<file path="config.mk">
export PLATFORM = sky130hd
export DESIGN_NAME = ahb_apb_timer_bridge
export DESIGN_NICKNAME = d
export VERILOG_FILES = /design/src/rtl/ahb_apb_timer_bridge.sv
export SDC_FILE = /design/constraint.sdc
export NUM_CORES = 1
export LEC_CHECK = 0
export CAP_MARGIN = 20
export CORE_AREA = 2 2 73 127
export DETAILED_ROUTE_END_ITERATION = 10
export DIE_AREA = 0 0 75 129
export GPL_TIMING_DRIVEN = 0
export PLACE_DENSITY_LB_ADDON = 0.3
export SLEW_MARGIN = 20
export SYNTH_ARGS = -nofsm -noshare
export SYNTH_HDL_FRONTEND = slang
export SYNTH_SLANG_ARGS = --single-unit
</file>
<file path="constraint.sdc">
create_clock -name HCLK -period 1.9 [get_ports HCLK]
set_clock_uncertainty 0.05 [all_clocks]
set_input_delay 0.38 -clock HCLK [delete_from_list [all_inputs] [get_ports HCLK]]
set_output_delay 0.38 -clock HCLK [all_outputs]
set_load 0.05 [all_outputs]
</file>
<file path="src/rtl/ahb_apb_timer_bridge.sv">
`default_nettype none
// ============================================================================
//  Module   : ahb_apb_timer_bridge
//  Purpose  : AHB-Lite slave to APB master bridge for the APB timer. It turns
//             each single word AHB transfer into one APB SETUP/ACCESS pair.
//             PRDATA is returned on HRDATA. PSLVERR, or an illegal size or
//             alignment, produces the two-cycle AHB ERROR response.
//  Ports    : HCLK, HRESETn          - clock, synchronous active-low reset
//             HSEL..HREADY           - AHB-Lite slave address/data inputs
//             HREADYOUT/HRESP/HRDATA - AHB-Lite slave response
//             PADDR..PENABLE         - APB master request outputs
//             PRDATA/PREADY/PSLVERR  - APB completion inputs
//  Revision : 1.0 - initial release
// ============================================================================
module ahb_apb_timer_bridge #(
    parameter int APB_ADDR_WIDTH = 12
) (
    input  logic                      HCLK,
    input  logic                      HRESETn,
    input  logic                      HSEL,
    input  logic [31:0]               HADDR,
    input  logic [1:0]                HTRANS,
    input  logic                      HWRITE,
    input  logic [2:0]                HSIZE,
    input  logic [31:0]               HWDATA,
    input  logic                      HREADY,
    output logic                      HREADYOUT,
    output logic                      HRESP,
    output logic [31:0]               HRDATA,
    output logic [APB_ADDR_WIDTH-1:0] PADDR,
    output logic [31:0]               PWDATA,
    output logic                      PWRITE,
    output logic                      PSEL,
    output logic                      PENABLE,
    input  logic [31:0]               PRDATA,
    input  logic                      PREADY,
    input  logic                      PSLVERR
);

    localparam logic [2:0] c_ST_IDLE   = 3'd0;
    localparam logic [2:0] c_ST_LATCH  = 3'd1;
    localparam logic [2:0] c_ST_SETUP  = 3'd2;
    localparam logic [2:0] c_ST_ACCESS = 3'd3;
    localparam logic [2:0] c_ST_DONE   = 3'd4;
    localparam logic [2:0] c_ST_ERR1   = 3'd5;
    localparam logic [2:0] c_ST_ERR2   = 3'd6;

    logic [2:0]                r_state;
    logic [2:0]                w_state_nxt;
    logic [APB_ADDR_WIDTH-1:0] r_paddr;
    logic                      r_pwrite;
    logic [31:0]               r_pwdata;
    logic [31:0]               r_hrdata;

    logic w_capture;
    logic w_legal;
    logic w_can_capture;
    logic w_apb_done;

    // Address bits above the APB window and HTRANS[0] carry no meaning here.
    logic w_unused;
    assign w_unused = &{1'b0, HADDR[31:APB_ADDR_WIDTH], HTRANS[0]};

    assign w_capture     = HSEL & HREADY & HTRANS[1];
    assign w_legal       = (HSIZE == 3'b010) & (HADDR[1:0] == 2'b00);
    // A new address phase may only be accepted in states that drive HREADYOUT=1.
    assign w_can_capture = (r_state == c_ST_IDLE) | (r_state == c_ST_DONE) |
                           (r_state == c_ST_ERR2);
    assign w_apb_done    = (r_state == c_ST_ACCESS) & PREADY;

    always_comb begin
        w_state_nxt = r_state;
        case (r_state)
            c_ST_IDLE, c_ST_DONE, c_ST_ERR2: begin
                if (w_capture) begin
                    w_state_nxt = w_legal ? c_ST_LATCH : c_ST_ERR1;
                end else begin
                    w_state_nxt = c_ST_IDLE;
                end
            end
            c_ST_LATCH:  w_state_nxt = c_ST_SETUP;
            c_ST_SETUP:  w_state_nxt = c_ST_ACCESS;
            c_ST_ACCESS: begin
                if (PREADY) begin
                    w_state_nxt = PSLVERR ? c_ST_ERR1 : c_ST_DONE;
                end
            end
            c_ST_ERR1:   w_state_nxt = c_ST_ERR2;
            default:     w_state_nxt = c_ST_IDLE;
        endcase
    end

    always_ff @(posedge HCLK) begin
        if (!HRESETn) begin
            r_state  <= c_ST_IDLE;
            r_paddr  <= '0;
            r_pwrite <= 1'b0;
            r_pwdata <= '0;
            r_hrdata <= '0;
        end else begin
            r_state <= w_state_nxt;
            // Address and direction only change while no APB access is open,
            // so they stay stable through SETUP and every ACCESS wait cycle.
            if (w_can_capture && w_capture) begin
                r_paddr  <= HADDR[APB_ADDR_WIDTH-1:0];
                r_pwrite <= HWRITE;
            end
            // LATCH is the AHB data phase, the cycle in which HWDATA is valid.
            if ((r_state == c_ST_LATCH) && r_pwrite) begin
                r_pwdata <= HWDATA;
            end
            if (w_apb_done && !PSLVERR && !r_pwrite) begin
                r_hrdata <= PRDATA;
            end
        end
    end

    // Handshake outputs are pure decodes of the state register, so there is
    // no combinational path from PREADY to HREADYOUT.
    assign PSEL      = (r_state == c_ST_SETUP) | (r_state == c_ST_ACCESS);
    assign PENABLE   = (r_state == c_ST_ACCESS);
    assign HREADYOUT = w_can_capture;
    assign HRESP     = (r_state == c_ST_ERR1) | (r_state == c_ST_ERR2);
    assign PADDR     = r_paddr;
    assign PWRITE    = r_pwrite;
    assign PWDATA    = r_pwdata;
    assign HRDATA    = r_hrdata;

endmodule
`default_nettype wire

</file>
==> flow_metrics.tcl, run 1 <==
set metrics [dict create \
    status "finished, final reports clean" \
    antennaDiodeCount 0 \
    ios 189 \
    grt_start_max_net_pins 13 \
    areaGrowthSynthToFinish_pct 66.68 \
    p_leak_nw 2.444 \
    cp-start-kind "flip-flop" \
    clk_pin_slew_ns 0.06 \
    cp_num_buf_inv 2 \
    drc 0 \
    cts-htree-levels 3 \
    drive_gt1_share_pct 7.750 \
    fmax_ghz 0.5449 \
    drt-initial-drc-count 66 \
    cts_tree "done" \
    worstPathCellList "buf_2 -> and2b_2 -> o21a_1 -> buf_4" \
    power_mw 3.681 \
    rsz0062_at_grt "no" \
    ant_nets 0 \
    path_class "flip-flop to output port" \
    antenna_found_initial 0 \
    setup_violations 0 \
    cts_buffer_depth 2 \
    synth.net_count 457 \
    first_pass_iters 4 \
    pre_cts_ws_ns -0.2503 \
    clock_latency_ns 0.32 \
    yosysWarningCount 0 \
    cpLargestDelayFamily "buffers and inverters" \
    cts-root-buf "clkbuf_16" \
    ys_ff_latch 80 \
    slew_violations 0 \
    vias 2963 \
    routed_wirelength_mm 8.467 \
    syn_area_per_cell_sq_um 8.877 \
    fin_crit_ns 1.835 \
    cts_buffers 9 \
    met2_usage_pct 32.97 \
    start_util_pct 35.96 \
    critPathArrivalTime_ns 1.41 \
    hold_viol 0 \
    power_density_mw_per_mm2 713.0 \
    tightest_slew_ns 0.5435 \
    endpoint_kind "output port" \
    max_stage_delay_ns 0.29 \
    wl_per_cell_um 13.11 \
    fin_nets 634 \
    ff2ff_setup_slack_ns 0.18 \
    min_period_over_period_pct 96.59 \
    grtUsageTotal_pct 18.28 \
    die_w_um 75 \
    globalRouteOverflowTotal 0 \
    place_congestion 0.8567 \
    use_met3_pct 7.126 \
    coreArea_sq_mm 0.008615 \
    dieArea_sq_mm 0.009675 \
    worst_slack_ns 0.06470 \
    critPathRequiredTime_ns 1.47 \
    yosysSeqAreaShare_pct 51.70 \
    rows 45 \
    ir_worst_vdd_mv 0.5328 \
    slowest_stage "dfxtp_1" \
    gr-usage-met1_pct 17.67 \
    grt_first_pass_wirelength_mm 13.52 \
    drv_cap 0 \
    finalSetupTns_ns 0 \
    grt.busiest_layer "met2" \
    via_per_inst 4.587 \
    hp-class "input port to flip-flop" \
    synth_cell_types 25 \
    critPathMaxFanout 8 \
    die_height_um 129 \
    synth_cells 349 \
    dp_hpwl_mm 6.653 \
    holdBufCountCts 0 \
    max_slew_margin_pct 63.91 \
    post_cts_buffers 0 \
    cts_sinks 80 \
    grt_pass1_vias 2959 \
    io_buffers 166 \
    netlist_area_sq_mm 0.003098 \
]
-- per-stage QoR --
stage	instance area, sq um	hold WS (ns)	utilization [%]	cells
global route	5164	0.3985	59.94	646
floorplan	3098	0.4649	-	349
finish	5164	0.3766	59.94	646
detailed placement	4906	0.3942	56.95	632
global placement	4906	0.3904	56.95	632
CTS	5109	0.3679	59.30	646
-- flip-flops by register name, indices dropped and copies added (netlist names) --
register / count
HRDATA: 32
PWDATA: 32
PADDR: 12
r_state: 3
PWRITE: 1
-- layer usage --
layer / part of all wire (%) / wire [um]
met1: 35 / 2927
met2: 54 / 4583
met3: 8.7 / 737
met4: 2.6 / 218
met5: 0 / 0
-- power by group --
part / switching, mW / internal, mW
combinational: 0.149 / 0.222
sequential: 0.0106 / 1.69
clock: 0.614 / 0.992
total: 0.773 / 2.91
-- cell families after synthesis --
| logic type | share of synthesized area (%) |
|---|---|
| and+or+nand+nor | 22.66 |
| DFF | 51.70 |
| AOI/OAI and AO/OA | 16.80 |
| muxes | 4.200 |
| buffers and inverters | 4.645 |
-- placed cells by master, fill, tap and decap left out, drive strengths merged, types with 13 or more instances in the layout --
cell type	count
a21boi	64
buf	19
clkbuf	17
clkdlybuf4s50	85
dfxtp	80
dlygate4sd2	56
dlymetal6s2s	21
mux2i	13
nand2	130
nor2b	16
-- worst paths after layout --
path,startpoint,end,cells after the start
max reg2reg,r_state[0],HRDATA[7],7
min,HRESETn,r_state[0],2
max,r_state[0],HRESP,4
min reg2reg,HRDATA[1],HRDATA[1],2
-- what timing repair did --
item,CTS,global route
setup endpoints to repair,60,35
pin swaps,0,0
gates resized for setup,71,29
hold endpoints to repair,0,0
-- synth_stat cells --
cell / number / area, sq um
or4_1: 1 / 7.510
a21boi_0: 30 / 225.2
mux2i_1: 13 / 130.1
a21boi_1: 34 / 255.2
and2b_1: 2 / 15.01
or4b_2: 1 / 10.01
clkbuf_1: 8 / 30.03
o21a_1: 2 / 15.01
and2_1: 1 / 6.260
and3b_1: 1 / 8.760
buf_6: 4 / 45.04
nand2_1: 130 / 488.0
nor4_2: 1 / 12.51
nand2b_4: 1 / 13.76
buf_4: 1 / 7.510
buf_2: 11 / 55.05
nor2_1: 3 / 11.26
o21ai_0: 3 / 15.01
nor2b_1: 16 / 100.1
a21oi_1: 2 / 10.01
nand3_1: 1 / 5.000
nand3b_1: 1 / 7.510
nor3_4: 1 / 16.27
dfxtp_1: 80 / 1602
inv_4: 1 / 6.260
-- layout make-up --
class,count,area (sq um)
Inverter,1,6.256
Fill cell,816,3451
Sequential cell,80,1603
Clock inverter,5,50.05
Buffer,24,137.6
Tap cell,117,146.4
Multi-Input combinational cell,244,1363
Timing Repair Buffer,166,1633
Clock buffer,9,225.2
(Power assumes the default switching activity.)
==> run 2, diff against run 1 <==
Settings changed: SKIP_LAST_GASP set to 1.
Clock period 1.9 ns to 2.1 ns, I/O delays scaled along.
==> flow_metrics.tcl, run 2 (synthesized netlist as in run 1, its figures left out) <==
set metrics [dict create \
    drt-initial-drc-count 77 \
    cp-start-kind "flip-flop" \
    coreArea_sq_mm 0.008615 \
    place_congestion 0.8567 \
    hold_viol 0 \
    ff2ff_setup_slack_ns 0.36 \
    power_density_mw_per_mm2 646.3 \
    grt_pass1_vias 2960 \
    rows 45 \
    r2r_end "HRDATA[7]" \
    globalRouteOverflowTotal 0 \
    critPathMaxFanout 6 \
    cts-root-buf "clkbuf_16" \
    critPathRequiredTime_ns 1.63 \
    fin_nets 634 \
    slew_violations 0 \
    dp_hpwl_mm 6.653 \
    critPathArrivalTime_ns 1.50 \
    status "finished, final reports clean" \
    via_per_inst 4.551 \
    finalNonFillerCells 646 \
    clk_pin_slew_ns 0.06 \
    start_util_pct 35.96 \
    io_buffers 166 \
    cts_buffer_depth 2 \
    hp-class "flip-flop to flip-flop" \
    holdWs_ns 0.3983 \
    power_mw 3.340 \
    grt_start_max_net_pins 13 \
    endpoint_kind "output port" \
    p_leak_nw 1.804 \
    cts_buffers 9 \
    first_pass_iters 4 \
    tightest_slew_ns 0.5508 \
    fin_crit_ns 1.973 \
    placed_area_sq_mm 0.004906 \
    grt_first_pass_wirelength_mm 13.50 \
    min_from "HRDATA[1]" \
    stdcell_area_sq_mm 0.005167 \
    areaGrowthSynthToFinish_pct 66.80 \
    drv_cap 0 \
    die_height_um 129 \
    rr_worst_depth 6 \
    dieArea_sq_mm 0.009675 \
    ir_worst_vdd_mv 0.4963 \
    cts_sinks 80 \
    cts_tree "done" \
    vias 2940 \
    setup_violations 0 \
    path_class "flip-flop to output port" \
    layout_commonest_cell "clkdlybuf4s50_1" \
    routed_wirelength_mm 8.424 \
    cts-htree-levels 3 \
    wl_per_cell_um 13.04 \
    hold_depth 2 \
    ios 189 \
    drive_gt1_share_pct 7.183 \
    clock_latency_ns 0.32 \
    fmax_ghz 0.5067 \
    reg2reg_from "r_state[0]" \
    ant_nets 0 \
    holdPathEnd "HRDATA[1]" \
    grtUsageTotal_pct 18.25 \
    antennaDiodeCount 0 \
    die_w_um 75 \
    holdBufCountCts 0 \
    drc 0 \
    place_inst 632 \
    max_slew_margin_pct 63.17 \
    final_cell_mix "clkdlybuf4s50_1 (161), nand2_1 (130), dfxtp_1 (80)" \
    antenna_found_initial 0 \
    rsz0062_at_grt "no" \
    min_period_over_period_pct 93.98 \
]
==> run 2: worst max-delay path by stage <==
stage / cells past startpoint / endpoint / from
finish: 3 / PSEL / r_state[1]
floorplan: 3 / HREADYOUT / r_state[2]
detailed placement: 6 / HRDATA[7] / PREADY
global placement: 6 / HRDATA[8] / PREADY
global route: 3 / PSEL / r_state[1]
CTS: 4 / HRESP / r_state[0]
==> run 2: power breakdown <==
| part | internal (mW) | switching (mW) |
|---|---|---|
| clock network | 0.897 | 0.559 |
| registers | 1.53 | 0.0100 |
| logic | 0.207 | 0.133 |
==> run 2: layout make-up <==
cell class	count	area, sq um
plain buffers	24	137.6
fillers	805	3447
well taps	117	146.4
multi-input cells	244	1353
clock buffers	9	225.2
inverters	1	6.256
repair buffers	166	1648
clock inverters	5	50.05
flip-flops and latches	80	1602
==> run 2: timing repair <==
item                       CTS  global route
setup endpoints to repair    4             4
gates resized for setup      4             7
setup buffers                0             0
==> run 2: critical path: stages, from the launching register on <==
cell and delay (ns):
dfxtp_1 0.43, nand2b_4 0.10, inv_4 0.10, dlygate4sd2_1 0.54
==> run 2: routing by layer <==
metal,wire length (um),GRT usage (%),share of wire (%)
met1,2932,17.72,35
met2,4517,32.87,54
met3,741,7.048,8.8
met5,0,0,0
met4,233,8.088,2.8
==> run 2: through the flow <==
stage               setup TNS, ns  util (%)  setup WS, ns
finish                          0     59.99        0.1265
global route                    0     59.99       0.07570
CTS                       -0.1102     60.09       -0.1102
detailed placement         -1.014     56.95      -0.09030
global placement          -0.1725     56.95      -0.01640
floorplan                       0         -        0.3607
